<file path="src/rtl/if_stage_if.sv">
// Instruction-memory request/response bundle for the fetch stage.
// Single outstanding request; address held until rvalid is seen.
interface if_stage_if;
    logic        imem_req_o;
    logic [31:0] imem_addr_o;
    logic        imem_rvalid_i;
    logic [31:0] imem_rdata_i;

    modport master (
        output imem_req_o,
        output imem_addr_o,
        input  imem_rvalid_i,
        input  imem_rdata_i
    );

    modport slave (
        input  imem_req_o,
        input  imem_addr_o,
        output imem_rvalid_i,
        output imem_rdata_i
    );
endinterface

</file>
<file path="src/rtl/if_stage.sv">
// Instruction fetch stage: PC, single-outstanding imem request,
// IF/ID register with stall, flush, redirect and NOP bubbles.
module if_stage #(
    parameter logic [31:0] RESET_PC = 32'h0000_0000,
    parameter logic [31:0] NOP_WORD = 32'h0000_0000
) (
    input  logic        clk,
    input  logic        rst_n,
    input  logic        stall_i,
    input  logic        flush_i,
    input  logic        redirect_valid_i,
    input  logic [31:0] redirect_pc_i,
    if_stage_if.master  imem,
    output logic [31:0] ifid_instr_o,
    output logic [31:0] ifid_pc4_o,
    output logic        ifid_valid_o
);

    typedef enum logic [1:0] {
        S_FETCH = 2'd0,
        S_DROP  = 2'd1,
        S_BUF   = 2'd2
    } state_t;

    state_t      r_state, w_state;
    logic [31:0] r_pc, w_pc;
    logic [31:0] r_buf, w_buf;
    logic [31:0] r_drop_addr, w_drop_addr;
    logic [31:0] r_instr, w_instr;
    logic [31:0] r_pc4, w_pc4;
    logic        r_valid, w_valid;
    logic [31:0] w_pc_inc;
    logic        w_rvalid;
    logic        w_unused_ok;

    assign w_pc_inc    = r_pc + 32'd4;
    assign w_rvalid    = imem.imem_rvalid_i;
    assign w_unused_ok = ^redirect_pc_i[1:0];

    // DROP keeps presenting the abandoned address until its response lands
    assign imem.imem_req_o  = rst_n && (r_state != S_BUF);
    assign imem.imem_addr_o = (r_state == S_DROP) ? r_drop_addr : r_pc;

    assign ifid_instr_o = r_instr;
    assign ifid_pc4_o   = r_pc4;
    assign ifid_valid_o = r_valid;

    always_comb begin
        w_state     = r_state;
        w_pc        = r_pc;
        w_buf       = r_buf;
        w_drop_addr = r_drop_addr;
        w_instr     = r_instr;
        w_pc4       = r_pc4;
        w_valid     = r_valid;

        if (redirect_valid_i) begin
            w_pc  = {redirect_pc_i[31:2], 2'b00};
            w_buf = 32'd0;
            if (r_state != S_BUF && !w_rvalid) begin
                w_state     = S_DROP;
                w_drop_addr = imem.imem_addr_o;
            end else begin
                w_state = S_FETCH;
            end
            if (!stall_i) begin
                w_instr = NOP_WORD;
                w_pc4   = w_pc_inc;
                w_valid = 1'b0;
            end
        end else begin
            unique case (r_state)
                S_FETCH: begin
                    if (w_rvalid && stall_i) begin
                        w_buf   = imem.imem_rdata_i;
                        w_state = S_BUF;
                    end else if (w_rvalid) begin
                        w_instr = imem.imem_rdata_i;
                        w_pc4   = w_pc_inc;
                        w_valid = 1'b1;
                        w_pc    = w_pc_inc;
                    end else if (!stall_i) begin
                        w_instr = NOP_WORD;
                        w_pc4   = w_pc_inc;
                        w_valid = 1'b0;
                    end
                end
                S_DROP: begin
                    if (w_rvalid) w_state = S_FETCH;
                    if (!stall_i) begin
                        w_instr = NOP_WORD;
                        w_pc4   = w_pc_inc;
                        w_valid = 1'b0;
                    end
                end
                S_BUF: begin
                    if (!stall_i) begin
                        w_instr = r_buf;
                        w_pc4   = w_pc_inc;
                        w_valid = 1'b1;
                        w_pc    = w_pc_inc;
                        w_state = S_FETCH;
                    end
                end
                default: w_state = S_FETCH;
            endcase
        end

        if (flush_i) begin
            w_instr = NOP_WORD;
            w_pc4   = 32'd0;
            w_valid = 1'b0;
        end
    end

    always_ff @(posedge clk or negedge rst_n) begin
        if (!rst_n) begin
            r_state     <= S_FETCH;
            r_pc        <= RESET_PC;
            r_buf       <= 32'd0;
            r_drop_addr <= 32'd0;
            r_instr     <= NOP_WORD;
            r_pc4       <= 32'd0;
            r_valid     <= 1'b0;
        end else begin
            r_state     <= w_state;
            r_pc        <= w_pc;
            r_buf       <= w_buf;
            r_drop_addr <= w_drop_addr;
            r_instr     <= w_instr;
            r_pc4       <= w_pc4;
            r_valid     <= w_valid;
        end
    end

endmodule

</file>
<file path="src/flat_wrapper.sv">
// flat-port wrapper written by rule: the top's interface ports become plain ports
module if_stage_flat 
#(
    parameter logic [31:0] RESET_PC = 32'h0000_0000,
    parameter logic [31:0] NOP_WORD = 32'h0000_0000
)
  (clk, rst_n, stall_i, flush_i, redirect_valid_i, redirect_pc_i, ifid_instr_o, ifid_pc4_o, ifid_valid_o, imem_imem_req_o, imem_imem_addr_o, imem_imem_rvalid_i, imem_imem_rdata_i);
  if_stage_if imem_i ();
  input  logic clk;
  input  logic rst_n;
  input  logic stall_i;
  input  logic flush_i;
  input  logic redirect_valid_i;
  input  logic [31:0] redirect_pc_i;
  output logic [31:0] ifid_instr_o;
  output logic [31:0] ifid_pc4_o;
  output logic ifid_valid_o;
  output wire logic [$bits(imem_i.imem_req_o)-1:0] imem_imem_req_o;
  output wire logic [$bits(imem_i.imem_addr_o)-1:0] imem_imem_addr_o;
  input wire logic [$bits(imem_i.imem_rvalid_i)-1:0] imem_imem_rvalid_i;
  input wire logic [$bits(imem_i.imem_rdata_i)-1:0] imem_imem_rdata_i;
  assign imem_imem_req_o = imem_i.imem_req_o;
  assign imem_imem_addr_o = imem_i.imem_addr_o;
  assign imem_i.imem_rvalid_i = imem_imem_rvalid_i;
  assign imem_i.imem_rdata_i = imem_imem_rdata_i;
  if_stage #(.RESET_PC(RESET_PC), .NOP_WORD(NOP_WORD)) u_core (.clk(clk), .rst_n(rst_n), .stall_i(stall_i), .flush_i(flush_i), .redirect_valid_i(redirect_valid_i), .redirect_pc_i(redirect_pc_i), .imem(imem_i), .ifid_instr_o(ifid_instr_o), .ifid_pc4_o(ifid_pc4_o), .ifid_valid_o(ifid_valid_o));
endmodule
</file>
<file path="config.mk">
export PLATFORM = sky130hd
export DESIGN_NAME = if_stage_flat
export DESIGN_NICKNAME = d
export VERILOG_FILES = /design/src/rtl/if_stage_if.sv /design/src/rtl/if_stage.sv /design/src/flat_wrapper.sv
export SDC_FILE = /design/constraint.sdc
export NUM_CORES = 1
export LEC_CHECK = 0
export CAP_MARGIN = 20
export CORE_MARGIN = 5
export CORE_UTILIZATION = 25
export CTS_CLUSTER_DIAMETER = 80
export CTS_CLUSTER_SIZE = 20
export DETAILED_ROUTE_END_ITERATION = 8
export GPL_TIMING_DRIVEN = 0
export SYNTH_ARGS = -nofsm -noshare
export SYNTH_HDL_FRONTEND = slang
export SYNTH_SLANG_ARGS = --single-unit
export TNS_END_PERCENT = 5
</file>
<file path="constraint.sdc">
create_clock -name clk -period 3.7 [get_ports clk]
set_input_delay 0.74 -clock clk [delete_from_list [all_inputs] [get_ports clk]]
set_output_delay 0.74 -clock clk [all_outputs]
set_load 0.005 [all_outputs]
</file>
==> results.txt <==
row count: 67
initial antenna violation count: 3
Worst Skew: 0.009725 ns
Die Y: 194.0 µm
fin util: 0.3369
Layout area overhead: 33.15%
Hold Buf Count CTS: 0
flop and latch count out of synthesis: 161
DRT iter0 DRCs: 718
WL/cell: 20.90 µm
Fin. Hold Viols: 0
first-pass GRT wire length: 49690 µm
GRT Resource Usage Total: 0.1653
f_max: 290.2 MHz
initial core utilization: 0.2530
CTS Buf Count: 17
global route overflow: 0
Avg Inst Size Synth: 9.661 µm²
CTS root buf: clkbuf_16
CP Max Fanout: 10
Core ar.: 0.03345 mm²
Initial DRT Pass Iterations: 5
# fillers: 3382
Multi-input gate area: 0.004006 mm²
critical path class: reg2out
pin count of the biggest net entering global routing: 90
routed via count divided by cell count: 5.295
path depth of the worst reg2reg path: 9
routability cong.: 0.8691
Worst-Margin Slew: 0.7627 ns
number of synthesis warnings: 0
clk sink count: 161
Ports: 168
Peak VDD IR: 0.0002811 V
Worst Path Arrival: 2.71 ns
post-route ant nets: 0
Post-synth EDFFs: 0
CP peak stage delay: 0.51 ns
RSZ-0062 raised after global routing: false
CP Launch Type: flip-flop
hpwl dp: 22900 µm
Residual DRC: 0
Sequential Area: 0.004029 mm²
Async SR Flop Fraction: 1.000
setup bufs post-CTS: 0
post-synthesis cell count: 876
H-tree depth: 4
max-cap violations: 0
die area: 0.03763 mm²
Tcrit/Tclk final: 0.9314
worst skew pair latency: 0.43 ns
mapped cell area: 0.008463 mm²
Place WS: 0.1506 ns
number of library cell types mapped by synthesis: 56
Port Buf Inserts: 164
die width: 194.0 µm
register area share after synthesis: 0.4760
worst reg2reg startpoint: u_core.r_state[0]$_DFFE_PN0P_
CTS tree: yes
Worst Slack Setup Final: 0.2538 ns
top_reg_cell synth: dfrtp_1
internal reg-to-reg setup slack: 0.77 ns
Clock transition at path regs: 0.06 ns
Final Setup Violations: 0
status: finished, final reports clean
Period minus WS final: 3.446 ns
CTS max path bufs: 2
Hold Path Class: in2async
Pins Over Slew Limit: 0
fin nets: 1134
Setup Total Neg Slack: 0 ns
drt total wl: 31830 µm
share of layout cells above drive strength 1: 0.07642
Mapped Nets: 950
Rel. slew slack: 0.4916
PD cells: 445.0 mW/mm²
Crit path required time: 2.96 ns
worst path cell trace: inv_1 > ha_1 > buf_2 > clkbuf_2 > mux2_2 > clkdlybuf4s50_1
via count: 8065
critical path's slowest cell: clkdlybuf4s50_1
leakage power figure: 4.445 nW
nature of the critical path endpoint: output port
overall power: 5.014 mW
vias in the first global route: 8134
reg-to-reg endpoint: u_core.r_pc[17]$_DFFE_PN0P_
-- power by group --
group          leakage, nW  internal, mW  switching [mW]
clock                0.269         0.978           0.755
sequential            2.09          1.94           0.146
combinational         2.08         0.550           0.645
total                 4.45          3.47            1.55
-- layout make-up --
| class | count | share of cell area |
|---|---|---|
| Buffer | 96 | 0.03520 |
| Tap cell | 448 | 0.04974 |
| Clock buffer | 23 | 0.04242 |
| Inverter | 10 | 0.003331 |
| Sequential cell | 161 | 0.3575 |
| Clock inverter | 9 | 0.007217 |
| Antenna cell | 2 | 0.0004441 |
| Timing Repair Buffer | 165 | 0.1486 |
| Multi-Input combinational cell | 609 | 0.3555 |
-- Yosys cell counts (all sizes together) (17+ instances only) --
master / n / area, µm²
clkbuf: 71 / 266.5
dfrtp: 161 / 4029
a211oi: 17 / 127.6
nand2: 127 / 476.7
buf: 25 / 123.9
mux2: 24 / 270.3
xnor2: 17 / 148.9
o21ai: 27 / 135.1
nor2: 53 / 198.9
a221oi: 32 / 280.3
a21oi: 36 / 180.2
a22o: 64 / 560.5
or4: 21 / 161.4
a32oi: 32 / 280.3
-- cell families after synthesis --
logic type,after synthesis,synth area share
adder cells (fa/ha/maj),4,0.005914
AO/OA/AOI/OAI,270,0.2426
AND/OR/NAND/NOR,284,0.1643
flip-flops,161,0.4760
multiplexers,29,0.03785
XOR/XNOR,22,0.02277
buffers and inverters,106,0.05056
-- worst max-delay path: cells and delay by family, from the launching register on --
family                     cells  cell delay [ns]
adders and majority gates      1             0.22
buffers and inverters          4             1.26
DFF                            1             0.40
muxes                          1             0.39
-- stage by stage --
stage,instance area [µm²],hold WS (ns),cells
floorplan,8463,0.4401,876
global placement,10670,0.4526,1488
detailed placement,10700,0.4566,1489
CTS,11260,0.2948,1521
global route,11270,0.2989,1522
finish,11270,0.2611,1523
-- per-layer routing --
metal	wire (µm)	GRT usage	vias to the layer above
li1	-	-	3688
met1	14520	0.2316	4055
met2	14380	0.2494	282
met3	2315	0.04587	36
met4	576	0.05000	4
met5	31	0	-
-- worst max path at each step --
stage,from,to,slack [ns]
finish,u_core.r_state[1]$_DFFE_PN0P_,imem_imem_addr_o[25],0.25
global route,u_core.r_state[1]$_DFFE_PN0P_,imem_imem_addr_o[23],0.02
CTS,u_core.r_state[0]$_DFFE_PN0P_,imem_imem_req_o,0.14
detailed placement,stall_i,u_core.r_buf[11]$_DFFE_PN0P_,0.15
global placement,rst_n,u_core.ifid_pc4_o[0]$_DFFE_PN0P_,-5.28
floorplan,u_core.r_state[1]$_DFFE_PN0P_,imem_imem_addr_o[13],1.27
-- layout by cell type, fill, tap and decap left out, drive strengths merged, types with 21 or more instances in the layout --
| master | instances |
|---|---|
| clkdlybuf4s50 | 163 |
| dfrtp | 161 |
| nand2 | 127 |
| clkbuf | 94 |
| a22o | 64 |
| nor2 | 53 |
| a21oi | 36 |
| a32oi | 32 |
| a221oi | 32 |
| o21ai | 27 |
| buf | 27 |
| mux2 | 24 |
| or4 | 21 |
-- state kept, by name, indices dropped and copies added (netlist names) --
register and count:
u_core.r_pc 30, u_core.r_drop_addr 32, u_core.r_state 2, u_core.ifid_pc4_o 32, u_core.r_buf 32, u_core.ifid_valid_o 1
u_core.ifid_instr_o 32
-- repair_timing --
| item | CTS | global route |
|---|---|---|
| endpoints found under the setup margin | 18 | 1 |
| gates cloned | 0 | 0 |
| endpoints found under the hold margin | 0 | 0 |
| resized for setup | 4 | 2 |
Note: power is estimated with default switching activity, not from simulation.
